<file path="config.mk">
export PLATFORM = sky130hd
export DESIGN_NAME = bo_countdown
export DESIGN_NICKNAME = d
export VERILOG_FILES = /design/src/rtl/bo_pkg.sv /design/src/rtl/bo_down_counter.sv /design/src/rtl/bo_countdown.sv
export SDC_FILE = /design/constraint.sdc
export NUM_CORES = 1
export LEC_CHECK = 0
export CAP_MARGIN = 20
export CORE_MARGIN = 2
export CORE_UTILIZATION = 45
export DETAILED_ROUTE_END_ITERATION = 8
export PLACE_DENSITY = 0.82
export SYNTH_ARGS = -nofsm -noshare
export SYNTH_HDL_FRONTEND = slang
export SYNTH_HIERARCHICAL = 1
export SYNTH_SLANG_ARGS = --single-unit
</file>
<file path="constraint.sdc">
create_clock -name clk -period 2.9 [get_ports clk]
set_input_delay 0.29 -clock clk [delete_from_list [all_inputs] [get_ports clk]]
set_output_delay 0.29 -clock clk [all_outputs]
set_load 0.01 [all_outputs]
</file>
<file path="src/rtl/bo_pkg.sv">
// Shared definitions for the countdown/accumulate datapath and its controller.
package bo_pkg;

  localparam int BO_WIDTH     = 8;
  localparam int BO_ACC_WIDTH = 16;

  localparam int unsigned CNT_RST = 0;
  localparam int unsigned ACC_RST = 0;

  typedef struct packed {
    logic set;
    logic rac;
    logic dec;
    logic cac;
  } cmd_t;

endpackage

</file>
<file path="src/rtl/bo_down_counter.sv">
// Loadable down-counter that floors at zero instead of wrapping.
module bo_down_counter
  import bo_pkg::*;
#(
  parameter int WIDTH = BO_WIDTH
) (
  input  logic             clk,
  input  logic             rst,
  input  logic             load,
  input  logic             dec,
  input  logic [WIDTH-1:0] d,
  output logic [WIDTH-1:0] q,
  output logic             zero
);

  logic [WIDTH-1:0] cnt;

  always_ff @(posedge clk) begin
    if (rst) begin
      cnt <= WIDTH'(CNT_RST);
    end else if (load) begin
      cnt <= d;
    end else if (dec && (cnt != '0)) begin
      cnt <= cnt - 1'b1;
    end
  end

  assign q    = cnt;
  assign zero = (cnt == '0);

endmodule

</file>
<file path="src/rtl/bo_countdown.sv">
// Countdown/accumulate datapath: loop counter CNT plus accumulator ACC.
// Define BO_SAT_EN to saturate ACC on overflow and raise the sticky ovf flag.
module bo_countdown
  import bo_pkg::*;
#(
  parameter int WIDTH     = BO_WIDTH,
  parameter int ACC_WIDTH = BO_ACC_WIDTH
) (
  input  logic                 clk,
  input  logic                 rst,
  input  logic [WIDTH-1:0]     n_in,
  input  logic                 set,
  input  logic                 rac,
  input  logic                 dec,
  input  logic                 cac,
  output logic                 zero,
  output logic [WIDTH-1:0]     cnt_out,
  output logic [ACC_WIDTH-1:0] acc_out,
  output logic                 ovf
);

  cmd_t                 cmd;
  logic [WIDTH-1:0]     cnt;
  logic [ACC_WIDTH-1:0] acc;
  logic [ACC_WIDTH:0]   sum;

  assign cmd = '{set: set, rac: rac, dec: dec, cac: cac};

  bo_down_counter #(
    .WIDTH(WIDTH)
  ) u_cnt (
    .clk  (clk),
    .rst  (rst),
    .load (cmd.set),
    .dec  (cmd.dec),
    .d    (n_in),
    .q    (cnt),
    .zero (zero)
  );

  // cnt is the pre-update register value, so cac always adds the old CNT
  assign sum = {1'b0, acc} + (ACC_WIDTH + 1)'(cnt);

`ifdef BO_SAT_EN
  logic ovf_q;

  always_ff @(posedge clk) begin
    if (rst) begin
      acc   <= ACC_WIDTH'(ACC_RST);
      ovf_q <= 1'b0;
    end else if (cmd.rac) begin
      acc   <= '0;
      ovf_q <= 1'b0;
    end else if (cmd.cac) begin
      if (sum[ACC_WIDTH]) begin
        acc   <= '1;
        ovf_q <= 1'b1;
      end else begin
        acc <= sum[ACC_WIDTH-1:0];
      end
    end
  end

  assign ovf = ovf_q;
`else
  logic unused_carry;

  always_ff @(posedge clk) begin
    if (rst) begin
      acc <= ACC_WIDTH'(ACC_RST);
    end else if (cmd.rac) begin
      acc <= '0;
    end else if (cmd.cac) begin
      acc <= sum[ACC_WIDTH-1:0];
    end
  end

  assign unused_carry = sum[ACC_WIDTH];
  assign ovf          = 1'b0;
`endif

  assign cnt_out = cnt;
  assign acc_out = acc;

endmodule

</file>
==> Word level (Yosys, flattened, before mapping) <==
Cells that the tools add are included.
{ "word_totals": {"regBits": 24, "inputBits": 14, "out_inout_bits": 26, "wordCells": 11} }
{ "op_classes": {"add_sub_neg": 2, "muxes": 2, "reduce_logical": 5} }
{ "ops": {"columns": ["op", "n"], "rows": [
  ["adder 16 x 8 -> 16 bit", 1],
  ["two-way mux 8 bit", 2],
  ["zero test 8 bit", 1],
  ["nonzero test 8 bit", 1],
  ["subtractor 8 x 1 -> 8 bit (second input constant)", 1],
  ["nonzero test 2 bit", 1],
  ["OR reduction 2 bit", 1],
  ["logical AND 1 bit", 1]
]} }

==> Longest topological paths before layout <==
{ "logic_depth": {"word_depth": 4, "mapped_depth": 7} }

==> Cells and area by module <==
The synthesis kept the hierarchy.
{ "modules_own_cells": {"columns": ["mod", "instances", "cells_each", "area_each_um2"], "rows": [
  ["bo_countdown", 1, 120, 1059.8],
  ["bo_down_counter", 1, 59, 515.5]
]} }

==> Worst setup path before layout <==
No wires, ideal clock.
{ "synth_timing": {"kind": "register -> register", "startpoint": "register u_cnt.cnt[0], in the netlist u_cnt/q[0]", "endpoint": "register acc[8], in the netlist acc_out[8]", "setup_time_ns": 0.122, "t_arrival_ns": 1.729, "t_required_ns": 2.778, "slack_ns": 1.049, "path_stages_with_launch": 8, "path_buffers": 0, "cell_sequence": "dfxtp_1 -> ha_1 -> fa_1 -> a21o_1 -> a211oi_2 -> nor3b_1 -> xnor2_1 -> nor2_1"} }
{ "synth_via": {"elab_chain_cells": 1} }
{ "synth_lines": {"columns": ["item", "line_no", "rtl"], "rows": [
  ["from (decl)", "bo_down_counter.sv:16", "logic [WIDTH-1:0] cnt;"],
  ["from (signal assigned)", "bo_down_counter.sv:20", "cnt <= WIDTH'(CNT_RST);"],
  ["from (signal assigned)", "bo_down_counter.sv:24", "cnt <= cnt - 1'b1;"],
  ["adder 16 x 8 -> 16 bit", "bo_countdown.sv:42", "assign sum = {1'b0, acc} + (ACC_WIDTH + 1)'(cnt);"],
  ["to (signal assigned)", "bo_countdown.sv:70", "acc <= ACC_WIDTH'(ACC_RST);"],
  ["to (signal assigned)", "bo_countdown.sv:74", "acc <= sum[ACC_WIDTH-1:0];"],
  ["to (decl)", "bo_countdown.sv:24", "logic [ACC_WIDTH-1:0] acc;"]
]} }
Every way passes these cells.
A chain may end at the register's enable or synchronous reset.

==> Worst setup path after layout <==
{ "layout_timing": {"startpoint": "register u_cnt.cnt[2], in the netlist u_cnt/q[2]", "endpoint": "output port zero"} }
{ "layout_via": {"elab_chain_cells": 1} }
{ "layout_lines": {"columns": ["item", "line_no", "rtl"], "rows": [
  ["zero test 8 bit", "bo_down_counter.sv:29", "assign zero = (cnt == '0);"],
  ["to (decl)", "bo_countdown.sv:16", "output logic zero,"]
]} }
Every way passes these cells.

==> results by group <==
Power
  – P per Cell Area: 362.2 nW/um^2
  – VDD IR-drop max: 0.2463 mV
  – Leakage Power: 0.7890 nW
  – Tot Pwr: 0.7363 mW

Synthesis
  – Mapped Cells: 179
  – Count of cell types in the netlist: 50
  – Register area share after synthesis: 30.50%
  – Post-synth EDFFs: 0
  – Asr flop ratio synth: 0%
  – Avg Inst Size Synth: 8.800 um^2
  – Synth warn: 6
  – Synth Cell Area: 1575 um^2
  – Flop and latch count out of synthesis: 24
  – Main synth FF type: dfxtp_1
  – Mapped Nets: 204

Worst setup path
  – Crit path kind: register to output port
  – Cell chain of the critical path: or4_4 -> nor4_1 -> clkdlybuf4s50_1
  – Crit-path max FO: 8
  – CP Launch Type: register
  – CP Capture Type: output port
  – CP Data Arrival Time: 2.10 ns
  – CP max stage delay: 0.60 ns
  – Critical path's top delay family: simple AND/OR/NAND/NOR gates
  – Worst EP required: 2.61 ns
  – Buf/Inv on CP: 1
  – CP max-delay cell: or4_4

Die
  – Num rows: 21
  – Io pins: 40
  – Die X: 63.17 um
  – Die ar.: 3990 um^2
  – Die span in y: 63.17 um
  – Core Area: 3337 um^2
  – Initial core utilization: 47.21%

Clocking
  – Setup Fix Bufs, Post-CTS: 0
  – CTS max path bufs: 2
  – H-Tree Depth: 1
  – CTS root buf: clkbuf_4
  – Clock sink count: 24
  – Hold_buf cts: 0
  – CTS tree: built
  – Reg clk slew, reported paths: 0.13 ns
  – Post-CTS sizing: 0
  – CTS Buf Count: 3
  – Skew-Pair Late Insertion Delay: 0.32 ns

STA
  – Final WS setup: 0.5147 ns
  – Hold Slack: 0.4826 ns
  – Tightest Pin Transition: 0.4959 ns
  – Slew Limit Fails: 0
  – Min Clock Period, post-route: 2.385 ns
  – Setup TNS: 0 ns
  – Setup violators final: 0
  – Fin. Hold Viols: 0
  – Fin crit share: 82.25%
  – Rel. slew slack: 66.83%
  – RSZ-0062 raised after global routing: no
  – Final setup skew: 0.007086 ns
  – FMAX: 0.4192 GHz

Routing
  – DR vias: 1472
  – Detailed Route Iter0 Violations: 46
  – Avg Vias per Cell: 5.618
  – Detail Route Antenna Nets: 0
  – Post-route DRC: 0
  – Final WL: 3.537 mm
  – Avg WL per Cell: 13.50 um
  – Pre-antenna DRT Iters: 4

Finish
  – Most frequent cells in the layout: clkdlybuf4s50_1 (38), dfxtp_1 (24), nor2_1 (16)
  – Antenna diodes: 0
  – Post-route cell area: 2033 um^2
  – Most common cell after layout, fill and taps aside: clkdlybuf4s50_1
  – Layout cells sized above 1: 9.259%
  – Nets: 242
  – Area of the multi-input gates: 1033 um^2
  – Area growth syn-to-layout: 29.07%
  – Layout Cells excl Fill: 262
  – Register area: 480.5 um^2
  – Core Util, Final: 60.93%
  – # fillers: 301

Run status
  – Status: completed

Flow run
  – Max_cap viols: 0

GRT
  – Antenna violations before repair: 0
  – Largest net degree at the start of global routing: 19
  – First-pass GRT wire length: 6.134 mm
  – Total grt overflow: 0
  – Vias in the first global route: 1369
  – Total track usage: 18.67%

Place
  – Port bufs: 38
  – Placed insts: 258
  – DP Area: 1997 um^2
  – Routability congestion estimate: 0.8428
  – Dpl ws: 0.7892 ns
  – Post-detail-place hpwl: 2.636 mm

Worst hold path
  – Hold Crit Class: register to register
-- layout make-up --
| cell class | instances | share of cell area, % |
|---|---|---|
| clock buffers | 4 | 1.785 |
| inverters | 6 | 1.108 |
| multi-input cells | 141 | 50.83 |
| flip-flops and latches | 24 | 23.63 |
| well taps | 46 | 2.831 |
| repair buffers | 41 | 19.82 |
-- cells in the mapped netlist (all sizes together), types with 5 or more instances --
cell type	instances	area share, %
a21oi	12	3.8
dfxtp	24	31
ha	10	7.9
inv	5	1.2
mux2i	8	5.1
nand2	12	3.0
nand3b	6	2.9
nor2	16	3.8
o21ai	7	2.2
or3	7	2.9
or4	5	2.8
xnor2	8	4.4
-- worst reg2reg max path, delay by kind of cell (launching register included) --
family	cells	cell delay, ns
adder cells (fa/ha/maj)	2	0.65
XOR/XNOR	1	0.16
flip-flops	1	0.37
AND/OR/NAND/NOR	2	0.17
AO/OA/AOI/OAI	2	0.63
-- cell families (layout without fill, tap and decap cells) --
family / Yosys count / count (layout) / share of synthesized area, %
AOI/OAI and AO/OA: 41 / 41 / 19.86
and+or+nand+nor: 70 / 70 / 25.66
DFF: 24 / 24 / 30.50
xor gates and xnor gates: 10 / 10 / 5.560
buffers and inverters: 14 / 51 / 3.891
adders and majority gates: 11 / 11 / 9.214
other: 1 / 1 / 0.2381
muxes: 8 / 8 / 5.084
-- registers in the layout, indices dropped and copies added, names as in the netlist --
signal	cells
acc_out	16
u_cnt/q	8
-- metal layers --
| metal | global-route usage (%) | vias up | share of wire, % |
|---|---|---|---|
| met2 | 31.12 | 43 | 45 |
| met3 | 3.393 | 2 | 4.7 |
| li1 | - | 746 | - |
| met4 | 3.333 | 0 | 0.65 |
| met1 | 25.33 | 681 | 49 |
| met5 | 0 | - | 0 |
-- report_power, final --
| part | internal, mW | switching [mW] |
|---|---|---|
| registers | 0.343 | 0.0217 |
| clock network | 0.0768 | 0.103 |
| logic | 0.0983 | 0.0930 |
-- path summary, 6_finish.rpt --
check,start,to,slack (ns),depth (start not counted)
worst max-delay path,u_cnt/q[2],zero,0.51,3
worst min-delay path,acc_out[15],acc_out[15],0.48,2
worst max register to register,u_cnt/q[0],acc_out[8],0.85,7
worst min register to register,acc_out[15],acc_out[15],0.48,2
Power figures use the tool's default switching activity.
